File: config.mk
export PLATFORM = sky130hd
export DESIGN_NAME = keypad_scanner
export DESIGN_NICKNAME = d
export VERILOG_FILES = /design/src/rtl/keypad_scanner.sv
export SDC_FILE = /design/constraint.sdc
export NUM_CORES = 1
export LEC_CHECK = 0
export BUFFER_PORTS_ARGS = -buffer_cell sky130_fd_sc_hd__buf_2
export CELL_PAD_IN_SITES_DETAIL_PLACEMENT = 1
export CELL_PAD_IN_SITES_GLOBAL_PLACEMENT = 2
export CORE_ASPECT_RATIO = 1.2
export CORE_MARGIN = 2
export CORE_UTILIZATION = 43
export CTS_CLUSTER_SIZE = 28
export DETAILED_ROUTE_END_ITERATION = 10
export PLACE_DENSITY = 0.84
export SETUP_SLACK_MARGIN = 0.02
export SLEW_MARGIN = 20
export SYNTH_ARGS = -nofsm -noshare
export SYNTH_HDL_FRONTEND = slang
export SYNTH_SLANG_ARGS = --single-unit
File: constraint.sdc
create_clock -name clk -period 3.53 [get_ports clk]
set_input_delay 0.5295 -clock clk [delete_from_list [all_inputs] [get_ports clk]]
set_output_delay 0.5295 -clock clk [all_outputs]
set_load 0.1 [all_outputs]
File: src/rtl/keypad_scanner.sv
// keypad_scanner: 4x4 matrix keypad scanner with debounced press/release and registered key-code output.
// kb_idx[4] is the key-valid level and kb_idx[3:0] holds the last accepted key code.
module keypad_scanner #(
  parameter int SCAN_DIV = 50000,
  parameter int DEB_CNT  = 1000000
) (
  input  logic       clk,
  input  logic       rst,
  input  logic [3:0] row_in,
  output logic [3:0] col_out,
  output logic [4:0] kb_idx
);
  localparam int DW = $clog2(SCAN_DIV);
  localparam int BW = $clog2(DEB_CNT);
  localparam logic [DW-1:0] DIV_LAST = DW'(SCAN_DIV - 1);
  // The detecting cycle counts as the first stable one, so the counter stops DEB_CNT-2 past entry.
  localparam logic [BW-1:0] DEB_LAST = BW'(DEB_CNT - 2);
  localparam logic [63:0] KEYMAP = 64'hDF0E_C987_B654_A321;
  typedef enum logic [1:0] {SCAN, DEB_PRESS, HOLD, DEB_REL} state_t;
  state_t        state_q;
  logic [3:0]    sync_q, rs_q, pat_q, code_q, col_out_q;
  logic [1:0]    col_q, low_row;
  logic [DW-1:0] div_q;
  logic [BW-1:0] deb_q;
  logic [4:0]    kb_q;
  logic [3:0]    key_code;
  assign low_row  = !rs_q[0] ? 2'd0 : !rs_q[1] ? 2'd1 : !rs_q[2] ? 2'd2 : 2'd3;
  assign key_code = KEYMAP[{low_row, col_q, 2'b00} +: 4];
  assign col_out  = col_out_q;
  assign kb_idx   = kb_q;
  always_ff @(posedge clk or posedge rst) begin
    if (rst) begin
      sync_q    <= 4'hF;
      rs_q      <= 4'hF;
      state_q   <= SCAN;
      col_q     <= 2'd0;
      col_out_q <= 4'b1110;
      div_q     <= '0;
      deb_q     <= '0;
      pat_q     <= 4'hF;
      code_q    <= 4'h0;
      kb_q      <= 5'h00;
    end else begin
      sync_q <= row_in;
      rs_q   <= sync_q;
      case (state_q)
        SCAN:
          if (div_q != DIV_LAST) div_q <= div_q + DW'(1);
          else begin
            div_q <= '0;
            if (rs_q != 4'hF) begin
              state_q <= DEB_PRESS;
              pat_q   <= rs_q;
              code_q  <= key_code;
              deb_q   <= '0;
            end else begin
              col_q     <= col_q + 2'd1;
              col_out_q <= {col_out_q[2:0], col_out_q[3]};
            end
          end
        DEB_PRESS:
          if (rs_q != pat_q) begin
            state_q   <= SCAN;
            deb_q     <= '0;
            col_q     <= col_q + 2'd1;
            col_out_q <= {col_out_q[2:0], col_out_q[3]};
          end else if (deb_q == DEB_LAST) begin
            state_q <= HOLD;
            kb_q    <= {1'b1, code_q};
            deb_q   <= '0;
          end else deb_q <= deb_q + BW'(1);
        HOLD:
          if (rs_q == 4'hF) begin
            state_q <= DEB_REL;
            deb_q   <= '0;
          end
        DEB_REL:
          if (rs_q != 4'hF) begin
            state_q <= HOLD;
            deb_q   <= '0;
          end else if (deb_q == DEB_LAST) begin
            state_q   <= SCAN;
            kb_q[4]   <= 1'b0;
            deb_q     <= '0;
            col_q     <= col_q + 2'd1;
            col_out_q <= {col_out_q[2:0], col_out_q[3]};
          end else deb_q <= deb_q + BW'(1);
        default: state_q <= SCAN;
      endcase
    end
  end
endmodule

Yosys cells after proc, flatten, opt, wreduce, memory -nomap -nowiden
Cells that the tools add are included.
- flip-flop bits (word level): 65
- reduce and logical (&&, ||, !) cells: 9
- eq/ne operators: 19
- shift operators: 1
- muxes and demuxes: 36
- bitwise gates (word level): 2
- add/sub/neg operators: 3
- operator list (operator ; number):
    two-way mux 20 bit ; 6
    case mux 20 bit (4 select lines) ; 1
    indexed part select 64 x 7 -> 4 bit, first input constant ; 1
    two-way mux 2 bit ; 14
    adder 20 x 1 -> 20 bit, second input constant ; 1
    == test 20 bit, second input constant ; 1
    two-way mux 4 bit ; 5
    != test 2 bit, second input constant ; 9
    adder 16 x 1 -> 16 bit, second input constant ; 1
    two-way mux 16 bit ; 1
    != test 16 bit, second input constant ; 1
    case mux 4 bit (3 select lines) ; 1
    two-way mux 5 bit ; 2
    AND reduction 5 bit ; 2
    AND reduction 3 bit ; 3
    case mux 2 bit (4 select lines) ; 1
    != test 3 bit, second input constant ; 2
    case mux 2 bit (3 select lines) ; 1
    AND reduction 6 bit ; 1
    == test 2 bit, second input constant ; 2
    == test 4 bit, second input constant ; 1
    != test 4 bit ; 1
    != test 4 bit, second input constant ; 1
    two-way mux 1 bit ; 3
    7 further kinds ; 8

Logic depth before layout (Yosys ltp)
Gate-level depths: netlist of run 1.
- depth in word-level cells: 4
- depth in mapped cells: 8

Worst setup path after synthesis of run 1
Ideal clock, no wire load.
- path type: register -> register
- start point: register deb_q[7]
- end point: register kb_q[0] (netlist: kb_idx[0])
- path buffers: 0
- arrival time: 2.183 ns
- setup slack: 1.222 ns
- period minus slack after synthesis: 2.308 ns
- stages on the path, launching flop included: 6
- required time: 3.405 ns
- cell sequence: dfrtp_1 or4b_2 nor3_1 nand3_1 nor3_1 mux2_2
- word-level cells in the longest chain between the ends: 2
- RTL lines (item ; line ; text):
    from (decl) ; 24 ; logic [BW-1:0] deb_q;
    from (signal assigned) ; 71 ; end else deb_q <= deb_q + BW'(1);
    from (signal assigned) ; 87 ; end else deb_q <= deb_q + BW'(1);
    == test 20 bit ; 67 ; end else if (deb_q == DEB_LAST) begin
    AND reduction 3 bit (no source line) ; n/a ;
    to (signal assigned) ; 69 ; kb_q <= {1'b1, code_q};
    to (decl) ; 25 ; logic [4:0] kb_q;
No other way between the ends.
A chain may end at the register's enable or synchronous reset.

Worst setup path after layout of run 1
- start point: register rs_q[1]
- end point: register deb_q[2]
- word-level cells in the longest chain between the ends: 3
- elaborated cells on any way between the ends: 9
- RTL lines (item ; line ; text):
    from (decl) ; 21 ; logic [3:0] sync_q, rs_q, pat_q, code_q, col_out_q;
    from (signal assigned) ; 45 ; rs_q <= sync_q;
    != test 4 bit (tied with other cells) ; 51, 78 ;
    two-way mux 20 bit (tied with other cells) ; 78 ; if (rs_q != 4'hF) begin
    case mux 20 bit (4 select lines) or AND reduction 3 bit (tied branches) ; n/a ;
Several ways; a longest one is shown, not always the timed one.

==> flow_metrics.env, run 1 <==
export IMPL_placeableCoreArea_um2=7320
export IMPL_synth_top_cell_area_share_pct=38.4
export IMPL_syn_avg_cell_area_um2=10.5
export IMPL_cts_tree="yes"
export IMPL_synth_edff_count=0
export IMPL_fin_setup_tns_ps=0
export IMPL_cts_buffers=9
export IMPL_fin_ws_ps=743
export IMPL_hp_class="primary input to async pin"
export IMPL_fin_crit_sh_pct=78.9
export IMPL_cts_sinks=65
export IMPL_first_global_vias=2550
export IMPL_insertion_delay_ps=340
export IMPL_synth_most_common_cell="dfrtp_1"
export IMPL_vdd_ir_drop_max_v=0.000209
export IMPL_ant_nets=0
export IMPL_io_pins=15
export IMPL_combPwrFrac_pct=2.0
export IMPL_fin_crit_ps=2790
export IMPL_num_rows=34
export IMPL_tightestPinTransition_ps=973
export IMPL_grt_first_pass_wirelength_mm=12.7
export IMPL_rsz0062_at_grt="no"
export IMPL_dr_pass1_iters=4
export IMPL_syn_cell_area_um2=3260
export IMPL_hold_violations=0
export IMPL_yosys_warnings=0
export IMPL_drcViolationCount=0
export IMPL_portBuffers=14
export IMPL_yosysSeqAreaShare_pct=50.4
export IMPL_start_util_pct=44.6
export IMPL_synthTopCellsByCount="dfrtp_1, nand2_1, nand3_1"
export IMPL_status="finished clean"
export IMPL_worstPathMaxFanout=14
export IMPL_setup_viol=0
export IMPL_crit_type="flop to flop"
export IMPL_num_vias=2454
export IMPL_fin_cells=421
export IMPL_synth_seq_cells=65
export IMPL_diodes=0
export IMPL_nets=340
export IMPL_drive_above_1_share_pct=21.5
export IMPL_die_y_um=99.4
export IMPL_via_per_inst=5.83
export IMPL_dieArea_um2=8300
export IMPL_hpwl_mm=5.07
export IMPL_antenna_found_initial=0
export IMPL_htreeDepth=3
export IMPL_p_leak_nw=1.56
export IMPL_routabilityCongestion=0.784
export IMPL_fp_dieW_um=83.5
export IMPL_drtIter0Drc=100
export IMPL_switchingPower_mw=0.323
export IMPL_ys_types=51
export IMPL_overflow=0
export IMPL_yosys_top_cells_area="dfrtp_1, dfstp_2, mux2_2"
export IMPL_start_kind="flop"
export IMPL_grt_max_degree=39
export IMPL_slew_headroom_pct=35.0
export IMPL_end_kind="flop"
export IMPL_final_cell_area_um2=3610
export IMPL_track_usage_pct=19.1
export IMPL_p_int_mw=1.11
export IMPL_cts_resized=0
export IMPL_yosysTopAreaCell="dfrtp_1"
export IMPL_syn_inst=312
export IMPL_maxSlewViolCount=0
export IMPL_cts_setup_buffers=0
export IMPL_placed_area_um2=3420
export IMPL_async_flop_share_pct=100
export IMPL_power_switching_fraction_pct=22.6
export IMPL_skew_ps=10.1
export IMPL_crit_required_ps=3760
export IMPL_clkPwrFrac_pct=44.8
export IMPL_synthFlopType="dfrtp_1"
export IMPL_cap_violations=0
export IMPL_syn_nets=326
export IMPL_areaGrowthSynthToFinish_pct=10.8
export IMPL_fmax_ghz=0.359
export IMPL_clk_pin_slew_ps=80
export IMPL_power_frac_seq_pct=53.1
export IMPL_wl_per_cell_um=17.1
export IMPL_root_buffer="clkbuf_8"
export IMPL_dp_cells=405
export IMPL_place_ws_ps=747
export IMPL_holdWs_ps=260
export IMPL_clk_path_buf_depth=2
export IMPL_postCtsHoldBufs=0
export IMPL_cp_data_arrival_time_ps=3010
export IMPL_p_per_area_nw_per_um2=396
export IMPL_wirelength_mm=7.21
-- critical path, stage by stage, from the launching register on --
cell	delay, ps
dfstp_2	630
xnor2_1	150
nand4_1	220
o21bai_1	820
nand2_1	440
o311ai_0	400
-- cell usage in the layout, fill, tap and decap left out, types with 3 or more instances in the layout --
cell type,count
dfrtp_1,50
nand2_1,27
nand3_1,20
o21ai_0,16
nand4_1,15
dfstp_2,15
buf_2,14
nor2_1,13
a21oi_1,13
mux2_2,11
clkbuf_8,10
xnor2_1,9
inv_1,9
xor2_1,8
ha_1,8
or4_1,6
and4_1,6
a22o_1,6
a31oi_1,6
and3_1,5
or3_1,5
o31ai_1,5
mux2i_1,5
nor3_1,4
o22a_1,4
and2_1,3
a31o_2,3
-- routing by layer --
layer	GRT usage (%)	routed length, um	share of wire [%]
met1	25.4	3300	46
met2	30.6	3580	50
met3	4.81	197	2.7
met4	6.95	129	1.8
met5	0	0	0
-- layout make-up --
class                           count  area (um2)
Fill cell                         815        3700
Sequential cell                    65        1650
Multi-Input combinational cell    223        1520
Clock buffer                       11         141
Tap cell                           90         113
Timing Repair Buffer               17         105
Clock inverter                      5        56.3
Inverter                           10        37.5
-- flip-flops by register name (all words and copies together) (netlist names) --
signal   count
deb_q       20
state_q      2
sync_q       4
col_q        2
col_out      4
div_q       16
code_q       4
rs_q         4
kb_idx       5
pat_q        4
-- power groups by stage --
stage,registers (mW),logic [mW],clock network [mW]
detailed placement,0.774,0.0304,0
global route,0.760,0.0341,0.698
CTS,0.760,0.0307,0.658
finish,0.760,0.0292,0.641
global placement,0.773,0.0303,0
floorplan,0.768,0.0230,0
-- kinds of logic (layout without fill, tap and decap cells) --
kind of cell,Yosys count,after routing,synth area share (%)
adders and majority gates,8,8,3.07
DFF,65,65,50.4
muxes,16,16,5.33
AOI/OAI and AO/OA,66,66,13.5
buffers and inverters,24,43,3.07
xor gates and xnor gates,17,17,4.56
and+or+nand+nor,116,116,20.1
-- stage by stage --
step	util [%]	total power, mW
final	49.4	1.43
after global routing	49.4	1.49
after CTS	49.4	1.45
after detailed placement	46.7	0.804
after global placement	46.7	0.804
after floorplan	-	0.791
-- path summary, 6_finish.rpt --
kind	cells past startpoint	startpoint	slack, ps	to
worst min-delay path	2	rst	260	div_q[3]$_DFFE_PP0P_
worst min register to register	0	sync_q[2]$_DFF_PP1_	350	rs_q[2]$_DFF_PP1_
worst max-delay path	5	rs_q[1]$_DFF_PP1_	740	deb_q[2]$_DFFE_PP0P_
worst max register to register	5	rs_q[1]$_DFF_PP1_	740	deb_q[2]$_DFFE_PP0P_
max in group asynchronous	3	rst	2580	sync_q[0]$_DFF_PP1_
min in group clk	1	row_in[3]	280	sync_q[3]$_DFF_PP1_
Power figures use the tool's default switching activity.
==> run 2, diff against run 1 <==
- CORE_UTILIZATION: 43 -> 40
- PLACE_DENSITY: 0.84 -> 0.79
- clock period: 3.53 -> 2.7 ns (I/O delays scaled with it)
==> run 2 against run 1 <==
Against the previous run:
- global-route usage shrank 1.6 points
- critical endpoint is now kb_idx[3]$_DFFE_PP0P_
- setup slack lost 490 ps
- combinational power grew 64%
- non-clock buffer count grew 11
- maximum frequency grew 14%
- sequential power grew 30%
- final cell count grew 3.8%
- clock power grew 11%
==> flow_metrics.env, run 2 (synthesis gave the netlist of run 1 again) <==
export IMPL_io_pins=15
export IMPL_fmax_ghz=0.409
export IMPL_hpwl_mm=5.25
export IMPL_rr_worst_depth=6
export IMPL_worstHoldStart="row_in[3]"
export IMPL_fp_dieW_um=86.4
export IMPL_wl_per_cell_um=16.2
export IMPL_portBuffers=14
export IMPL_grt_max_degree=36
export IMPL_insertion_delay_ps=340
export IMPL_placeableCoreArea_um2=8020
export IMPL_root_buffer="clkbuf_8"
export IMPL_dieArea_um2=8900
export IMPL_crit_type="flop to flop"
export IMPL_fin_crit_ps=2450
export IMPL_setup_viol=0
export IMPL_worstPathMaxFanout=5
export IMPL_final_cell_mix="dfrtp_1, nand2_1, nand3_1, o21ai_0"
export IMPL_hold_depth=1
export IMPL_overflow=0
export IMPL_ant_nets=0
export IMPL_num_rows=36
export IMPL_regToRegSetupSlack_ps=250
export IMPL_fin_setup_tns_ps=0
export IMPL_p_leak_nw=1.61
export IMPL_fin_ws_ps=255
export IMPL_clk_path_buf_depth=2
export IMPL_start_kind="flop"
export IMPL_final_common_cell="dfrtp_1"
export IMPL_cts_buffers=9
export IMPL_hold_end="sync_q[3]$_DFF_PP1_"
export IMPL_holdWs_ps=165
export IMPL_areaGrowthSynthToFinish_pct=12.8
export IMPL_hp_class="primary input to flop"
export IMPL_cts_tree="yes"
export IMPL_num_vias=2472
export IMPL_routabilityCongestion=0.749
export IMPL_p_total_mw=1.75
export IMPL_postCtsHoldBufs=0
export IMPL_vdd_ir_drop_max_v=0.000255
export IMPL_die_y_um=103
export IMPL_maxSlewViolCount=0
export IMPL_largest_reg_flops=20
export IMPL_grt_first_pass_wirelength_mm=12.2
export IMPL_antenna_found_initial=0
export IMPL_cts_setup_buffers=0
export IMPL_end_kind="flop"
export IMPL_cts_sinks=65
export IMPL_cts_resized=0
export IMPL_clk_pin_slew_ps=70
export IMPL_regArea_um2=1650
export IMPL_drive_above_1_share_pct=23.4
export IMPL_fillCellCount=926
export IMPL_drcViolationCount=0
export IMPL_fin_crit_sh_pct=90.6
export IMPL_rsz0062_at_grt="no"
export IMPL_track_usage_pct=17.5
export IMPL_htreeDepth=3
export IMPL_multi_input_area_um2=1520
export IMPL_place_ws_ps=114
export IMPL_via_per_inst=5.66
export IMPL_start_util_pct=40.7
export IMPL_wirelength_mm=7.09
export IMPL_tightestPinTransition_ps=728
export IMPL_diodes=0
export IMPL_first_global_vias=2525
export IMPL_crit_required_ps=2920
export IMPL_cap_violations=0
export IMPL_dr_pass1_iters=4
export IMPL_p_per_area_nw_per_um2=475
export IMPL_skew_ps=11.4
export IMPL_hold_violations=0
export IMPL_cp_data_arrival_time_ps=2670
export IMPL_status="finished clean"
export IMPL_slew_headroom_pct=51.3
export IMPL_nets=351
export IMPL_rr_startpoint="deb_q[7]$_DFFE_PP0P_"
export IMPL_r2r_end="kb_idx[3]$_DFFE_PP0P_"
export IMPL_largest_register="deb_q"
export IMPL_drtIter0Drc=68
==> run 2: final cells by class <==
| type | count | area share [%] |
|---|---|---|
| Clock buffer | 13 | 4.05 |
| Clock inverter | 3 | 0.476 |
| Inverter | 10 | 1.02 |
| Multi-Input combinational cell | 223 | 41.4 |
| Sequential cell | 65 | 44.7 |
| Tap cell | 95 | 3.23 |
| Timing Repair Buffer | 28 | 5.10 |
==> run 2: where the power goes <==
| group | leakage (nW) | total (mW) | switching, mW | internal [mW] |
|---|---|---|---|---|
| combinational | 0.682 | 0.0480 | 0.0330 | 0.0149 |
| sequential | 0.841 | 0.988 | 0.00276 | 0.985 |
| clock | 0.0834 | 0.713 | 0.357 | 0.356 |
==> run 2: through the flow <==
step	area, um2	cells	utilization [%]
after CTS	3670	437	45.8
final	3680	437	45.9
after global placement	3510	421	43.7
after global routing	3680	437	45.9
after floorplan	3260	312	-
after detailed placement	3510	421	43.7
==> run 2: critical path: stages, from the launching register on <==
cell and delay [ps]:
dfrtp_1 420, or4b_2 680, nor3_1 290, nand3_1 190
nor3_1 240, buf_4 180, mux2_2 320
==> run 2: per-layer routing <==
metal	track usage [%]	part of all wire, %
met5	0	0
met4	7.09	1.4
met3	3.36	1.8
met2	30.3	53
met1	21.4	44
==> run 2: how the worst max path moves through the flow <==
stage	cells past startpoint	slack, ps	end	start
finish	6	250	kb_idx[3]$_DFFE_PP0P_	deb_q[7]$_DFFE_PP0P_
global placement	6	160	deb_q[3]$_DFFE_PP0P_	rs_q[3]$_DFF_PP1_
CTS	6	100	deb_q[3]$_DFFE_PP0P_	rs_q[3]$_DFF_PP1_
detailed placement	6	110	deb_q[3]$_DFFE_PP0P_	rs_q[3]$_DFF_PP1_
global route	5	60	deb_q[9]$_DFFE_PP0P_	deb_q[7]$_DFFE_PP0P_
floorplan	5	390	kb_idx[0]$_DFFE_PP0P_	deb_q[7]$_DFFE_PP0P_
==> run 3, diff against run 2 <==
- CTS_BUF_LIST: not set -> sky130_fd_sc_hd__clkbuf_16
==> run 3 against run 2 <==
Against the previous run:
- non-clock buffer count unchanged
- sequential power about the same
- highest routed layer unchanged
- largest power group is now clock
- first-iteration DRC count down 5.9%
- largest cell class unchanged
- setup slack worse by 13 ps
- critical endpoint is now kb_idx[1]$_DFFE_PP0P_
==> flow_metrics.env, run 3 (synthesis gave the netlist of run 1 again) <==
export IMPL_fin_ws_ps=242
export IMPL_dieArea_um2=8900
export IMPL_die_y_um=103
export IMPL_diodes=0
export IMPL_cts_buffers=9
export IMPL_fp_dieW_um=86.4
export IMPL_vdd_ir_drop_max_v=0.000383
export IMPL_start_kind="flop"
export IMPL_cts_resized=0
export IMPL_combPwrFrac_pct=2.3
export IMPL_maxSlewViolCount=0
export IMPL_io_pins=15
export IMPL_areaGrowthSynthToFinish_pct=15.6
export IMPL_root_buffer="clkbuf_16"
export IMPL_power_switching_fraction_pct=21.2
export IMPL_p_per_area_nw_per_um2=540
export IMPL_insertion_delay_ps=330
export IMPL_switchingPower_mw=0.433
export IMPL_final_cell_area_um2=3770
export IMPL_drtIter0Drc=64
export IMPL_p_total_mw=2.04
export IMPL_fin_setup_tns_ps=0
export IMPL_routabilityCongestion=0.749
export IMPL_crit_top_cell="nor3_1"
export IMPL_clk_path_buf_depth=2
export IMPL_portBuffers=14
export IMPL_power_frac_seq_pct=48.6
export IMPL_cap_violations=0
export IMPL_drive_above_1_share_pct=23.1
export IMPL_wl_per_cell_um=16.4
export IMPL_clk_pin_slew_ps=50
export IMPL_p_int_mw=1.60
export IMPL_cpPeakStageDelay_ps=680
export IMPL_crit_required_ps=2910
export IMPL_via_per_inst=5.69
export IMPL_placed_area_um2=3510
export IMPL_ant_nets=0
export IMPL_hold_violations=0
export IMPL_cts_sinks=65
export IMPL_skew_ps=11.4
export IMPL_cts_tree="yes"
export IMPL_wirelength_mm=7.18
export IMPL_grt_max_degree=36
export IMPL_largest_register="deb_q"
export IMPL_dr_pass1_iters=4
export IMPL_rsz0062_at_grt="no"
export IMPL_overflow=0
export IMPL_htreeDepth=3
export IMPL_drcViolationCount=0
export IMPL_critPathBufInv=1
export IMPL_postCtsHoldBufs=0
export IMPL_antenna_found_initial=0
export IMPL_placeableCoreArea_um2=8020
export IMPL_worstPathMaxFanout=5
export IMPL_num_rows=36
export IMPL_hp_class="primary input to flop"
export IMPL_p_leak_nw=1.66
export IMPL_crit_family="simple AND/OR/NAND/NOR gates"
export IMPL_setup_viol=0
export IMPL_final_common_cell="dfrtp_1"
export IMPL_crit_type="flop to flop"
export IMPL_cp_data_arrival_time_ps=2670
export IMPL_slew_headroom_pct=51.3
export IMPL_place_ws_ps=114
export IMPL_end_kind="flop"
export IMPL_nets=351
export IMPL_final_cell_mix="dfrtp_1, nand2_1, nand3_1, o21ai_0"
export IMPL_tightestPinTransition_ps=728
export IMPL_fillCellCount=916
export IMPL_status="finished clean"
export IMPL_num_vias=2488
export IMPL_fmax_ghz=0.407
export IMPL_worst_path_max_delay_cell="or4b_2"
export IMPL_fin_crit_ps=2460
export IMPL_first_global_vias=2516
export IMPL_fin_crit_sh_pct=91.0
export IMPL_clkPwrFrac_pct=49.1
export IMPL_cp_cell_sequence="or4b_2, nor3_1, nand3_1, nor3_1, buf_4, mux2_2"
export IMPL_hpwl_mm=5.25
export IMPL_largest_reg_flops=20
export IMPL_start_util_pct=40.7
export IMPL_cts_setup_buffers=0
export IMPL_grt_first_pass_wirelength_mm=12.2
export IMPL_track_usage_pct=17.5
run 3: final cells by class:
class	count	area, um2	share of cell area [%]
Inverter	10	37.5	0.995
Clock buffer	9	225	5.97
Clock inverter	7	32.5	0.863
Timing Repair Buffer	28	188	4.98
Multi-Input combinational cell	223	1520	40.4
Tap cell	95	119	3.15
Sequential cell	65	1650	43.6
run 3: power groups by stage:
stage / clock network (mW) / registers, mW / logic, mW
CTS: 1.03 / 0.989 / 0.0499
global placement: 0 / 1.01 / 0.0501
detailed placement: 0 / 1.01 / 0.0499
global route: 1.07 / 0.989 / 0.0549
floorplan: 0 / 1.00 / 0.0301
finish: 1.00 / 0.989 / 0.0478
run 3: through the flow:
| step | cells | util, % | hold slack [ps] |
|---|---|---|---|
| 2_1_floorplan | 312 | - | 345 |
| 3_3_place_gp | 421 | 43.7 | 346 |
| 3_5_place_dp | 421 | 43.7 | 348 |
| 4_1_cts | 437 | 46.9 | 167 |
| 5_1_grt | 437 | 47.0 | 172 |
| 6_report | 437 | 47.0 | 177 |
run 3: final timing paths:
check / start / endpoint / slack [ps] / cells past startpoint
worst min-delay path: row_in[3] / sync_q[3]$_DFF_PP1_ / 180 / 1
worst max-delay path: deb_q[7]$_DFFE_PP0P_ / kb_idx[1]$_DFFE_PP0P_ / 240 / 6
max in group asynchronous: rst / pat_q[2]$_DFFE_PP1P_ / 1810 / 3
worst max register to register: deb_q[7]$_DFFE_PP0P_ / kb_idx[1]$_DFFE_PP0P_ / 240 / 6
worst min register to register: sync_q[2]$_DFF_PP1_ / rs_q[2]$_DFF_PP1_ / 350 / 0
min in group asynchronous: rst / deb_q[2]$_DFFE_PP0P_ / 190 / 2
run 3: worst reg2reg max path, stage by stage, from the launching register on:
cell and delay, ps:
dfrtp_1 410, or4b_2 680, nor3_1 290, nand3_1 190
nor3_1 260, buf_4 190, mux2_2 330
run 3: routing by layer:
| layer | wire length, um | vias to the layer above | global-route usage, % | share of wire (%) |
|---|---|---|---|---|
| met3 | 108 | 9 | 3.12 | 1.5 |
| met1 | 3120 | 1265 | 21.3 | 43 |
| met2 | 3840 | 18 | 30.4 | 54 |
| li1 | - | 1196 | - | - |
| met5 | 0 | - | 0 | 0 |
| met4 | 111 | 0 | 7.45 | 1.5 |
